<file path="config.mk">
export PLATFORM = sky130hd
export DESIGN_NAME = alu_4
export DESIGN_NICKNAME = d
export VERILOG_FILES = /design/src/rtl/alu_4.sv
export SDC_FILE = /design/constraint.sdc
export NUM_CORES = 1
export LEC_CHECK = 0
export CORE_AREA = 3 3 40 42
export DETAILED_ROUTE_END_ITERATION = 12
export DIE_AREA = 0 0 43 45
export PLACE_DENSITY = 0.74
export SETUP_SLACK_MARGIN = 0.05
export SLEW_MARGIN = 20
export SYNTH_ARGS = -nofsm -noshare
export SYNTH_HDL_FRONTEND = slang
export SYNTH_SLANG_ARGS = --single-unit
</file>
<file path="constraint.sdc">
create_clock -name clk -period 1.8 [get_ports clk]
set_clock_uncertainty 0.2 [all_clocks]
set_input_delay 0.36 -clock clk [delete_from_list [all_inputs] [get_ports clk]]
set_output_delay 0.36 -clock clk [all_outputs]
set_load 0.01 [all_outputs]
</file>
<file path="src/rtl/alu_4.sv">
// alu_4: registered ADD/SUB/AND/XOR unit; in a,b,f,cci sampled on clk, out d,co one cycle later, async active-low rst_n clears d,co
module alu_4 #(
  parameter int WIDTH = 4
) (
  input  logic             clk,
  input  logic             rst_n,
  input  logic [WIDTH-1:0] a,
  input  logic [WIDTH-1:0] b,
  input  logic [1:0]       f,
  input  logic             cci,
  output logic [WIDTH-1:0] d,
  output logic             co
);
  logic [WIDTH:0]   sum, dif;
  logic [WIDTH-1:0] d_d, d_q;
  logic             co_d, co_q;
  always_comb begin
    sum = {1'b0, a} + {1'b0, b} + (WIDTH+1)'(cci);
    dif = {1'b0, a} - {1'b0, b} - (WIDTH+1)'(cci);
    {co_d, d_d} = f == 2'b01 ? dif :
                  f == 2'b10 ? {1'b0, a & b} :
                  f == 2'b11 ? {1'b0, a ^ b} : sum;
  end
  always_ff @(posedge clk or negedge rst_n)
    if (!rst_n) begin
      d_q  <= '0;
      co_q <= 1'b0;
    end else begin
      d_q  <= d_d;
      co_q <= co_d;
    end
  assign d  = d_q;
  assign co = co_q;
endmodule

</file>
==> out/qor.txt <==
Status = finished with violations
Violated checks = setup timing
Global Route Usage Sum = 14.88%
Crit path max fanout = 3
Final period util = 108.5%
Top Ports = 18
Post-Synth XOR/XNOR Area = 4.751%
Final setup TNS = -0.4119 ns
Total of max-cap violations = 0
Area share of the largest cell type after synthesis = 22.62%
HPWL after detailed placement = 1.014 mm
Worst Path Arrival = 1.87 ns
Ys Warns = 0
Ant diodes = 0
Final cell count without fillers = 100
Mean post-synth cell area = 10.06 um2
Leak pwr = 0.4254 nW
First-pass DRT Iterations = 3
Mapped cell area = 553.0 um2
Gp weighted congestion = 0.8123
Vias in the first global route = 524
Num Clock Sinks = 5
# DRC = 0
Mux contribution to synthesized area = 11.76%
Vias = 475
Final Hold Viols = 0
Worst slew pin tran = 0.3097 ns
Commonest cells in the netlist = 12 x inv_1, 8 x ha_1, 5 x dfrtp_1
Cell variety after synth = 18
Setup WS post-layout = -0.1532 ns
CTS H-tree depth = 1
Simple-Gate Fraction of Synth Area = 8.145%
Antenna violations before repair = 0
Worst Setup Start Kind = input port
Core Box Area = 1285 um2
Cell Chain, Critical Path = buf_8, fa_2, inv_2, ha_4, a211oi_2, xnor2_1, mux4_2
CTS hold repair buffers = 0
Final setup vio count = 4
Power, Total = 0.0005285 W
Number of synthesized flops with an enable pin = 0
Main combinational cell family by area after synthesis = adder cells
RSZ-0062 raised after global routing = true
Rows = 13
Max VDD drop = 0.0002859 V
Slowest CP cell = mux4_2
Cell Area, Placed = 827.0 um2
CTS Buf Count = 3
DP Cell Count = 95
Port Buffers = 17
Adder-Cell Fraction of Synth Area = 32.58%
Die H = 45 um
Layout cell share with drive strength beyond 1 = 54.12%
Die area = 1935 um2
Ys async rst share = 100.0%
Post-layout util = 74.20%
FF+latch count, synth = 5
Initial core utilization = 43.04%
Routed len/inst = 12.64 um
CTS Buffer Depth = 2
Hold/Removal Path Class = input port to async pin
Slew HR = 79.29%
Most common cell in the netlist = inv_1
Post-synth top area cell = dfrtp_1
Fmax = 512.0 MHz
Clock root buffer master = clkbuf_4
DRT antenna net count = 0
Global route overflow = 0
Synth Area in Compound Gates = 9.955%
Final Critical Period = 1.953 ns
First-pass GRT wire length = 2.090 mm
Initial DRC Count = 5
Syn_nets = 80
Synth Flop Type = dfrtp_1
Crit path largest cell delay = 0.44 ns
Fillers = 90
Vias per Instance = 4.750
Slew Limit Fails = 0
Die W = 43 um
Largest net degree at the start of global routing = 10
Area delta synth->final = 72.40%
Clock-pin slew on the worst setup and hold paths = 0.04 ns
Critical path required time = 1.71 ns
CTS tree = built
Final layout net count = 111
Power Dens Cells = 554.3 nW/um2
WS Path Type = input port to register
Cells after Synth = 55
Final wirelength = 1.264 mm
Post-route cell area = 953.4 um2
Synth area leaders = dfrtp_1 23%, ha_1 18%, fa_1 14%
Crit. End Element = register
Register area share after synthesis = 22.62%
==> kinds of logic after synthesis <==
family / after synthesis
flops: 5
buf+inv: 15
fa+ha+maj: 12
mux: 4
simple gates: 8
compound gates: 8
xor+xnor: 3
==> state kept, by name, indices dropped and copies added, names as in the netlist <==
name  cells
d         4
co        1
==> power by group <==
group,leakage [nW],internal (W),total (W),switching (W)
registers,0.0604,0.000130,0.000135,0.00000490
clock network,0.0150,0.0000838,0.000130,0.0000460
logic,0.350,0.000152,0.000263,0.000111
total,0.425,0.000366,0.000528,0.000162
==> repair_timing <==
| action | CTS | global route |
|---|---|---|
| resized for setup | 42 | 4 |
| pin swaps | 7 | 8 |
| cloned | 0 | 0 |
| setup buffers | 0 | 1 |
| setup endpoints to repair | 4 | 4 |
==> placed cells by master (no fill, tap or decap), types with 2 or more instances in the layout <==
master,count
a21oi_2,2
fa_2,4
ha_4,4
nand2b_1,2
a211oi_2,2
buf_8,2
dlygate4sd2_1,6
mux2i_1,2
dfrtp_1,5
inv_1,2
nor2_1,2
clkdlybuf4s50_1,8
mux4_2,2
inv_2,10
ha_1,4
buf_4,11
clkbuf_4,3
xnor2_1,3
==> routing by layer <==
layer	vias to the layer above	routed length, um	GRT usage, %
met1	220	470	15.11
li1	243	-	-
met2	12	730	28.44
met5	-	0	0
met4	0	0	7.229
met3	0	64	3.586
==> through the flow <==
step                      hold slack [ns]  setup slack, ns
after global placement             0.3895          -0.9573
after detailed placement           0.3976          -0.9515
after floorplan                   -0.1356          -0.2608
final                              0.1393          -0.1532
after global routing               0.1319          -0.1844
after CTS                          0.1415          -0.2116
==> critical path, delay by kind of cell <==
kind,cells,cell delay (ns)
AO/OA/AOI/OAI,1,0.20
XOR/XNOR,1,0.09
adder cells (fa/ha/maj),2,0.59
buffers and inverters,2,0.18
multiplexers,1,0.44
==> area by class of cell <==
class                   instances  area, um2  share of cell area, %
multi-input cells              35      470.5                  49.34
repair buffers                 28      256.5                  26.90
flip-flops and latches          5      125.1                  13.12
inverters                      13      56.30                  5.906
clock buffers                   4      26.28                  2.756
well taps                      15      18.77                  1.969
==> how the worst max path moves through the flow <==
stage | startpoint | end | slack (ns) | cells past startpoint
2_1_floorplan | a[0] | d[3]$_DFF_PN0_ | -0.26 | 7
3_3_place_gp | cci | d[1]$_DFF_PN0_ | -0.96 | 6
3_5_place_dp | cci | d[1]$_DFF_PN0_ | -0.95 | 6
4_1_cts | cci | d[3]$_DFF_PN0_ | -0.21 | 7
5_1_grt | b[0] | d[3]$_DFF_PN0_ | -0.18 | 7
6_report | b[0] | d[3]$_DFF_PN0_ | -0.15 | 7
Power figures use the tool's default switching activity.
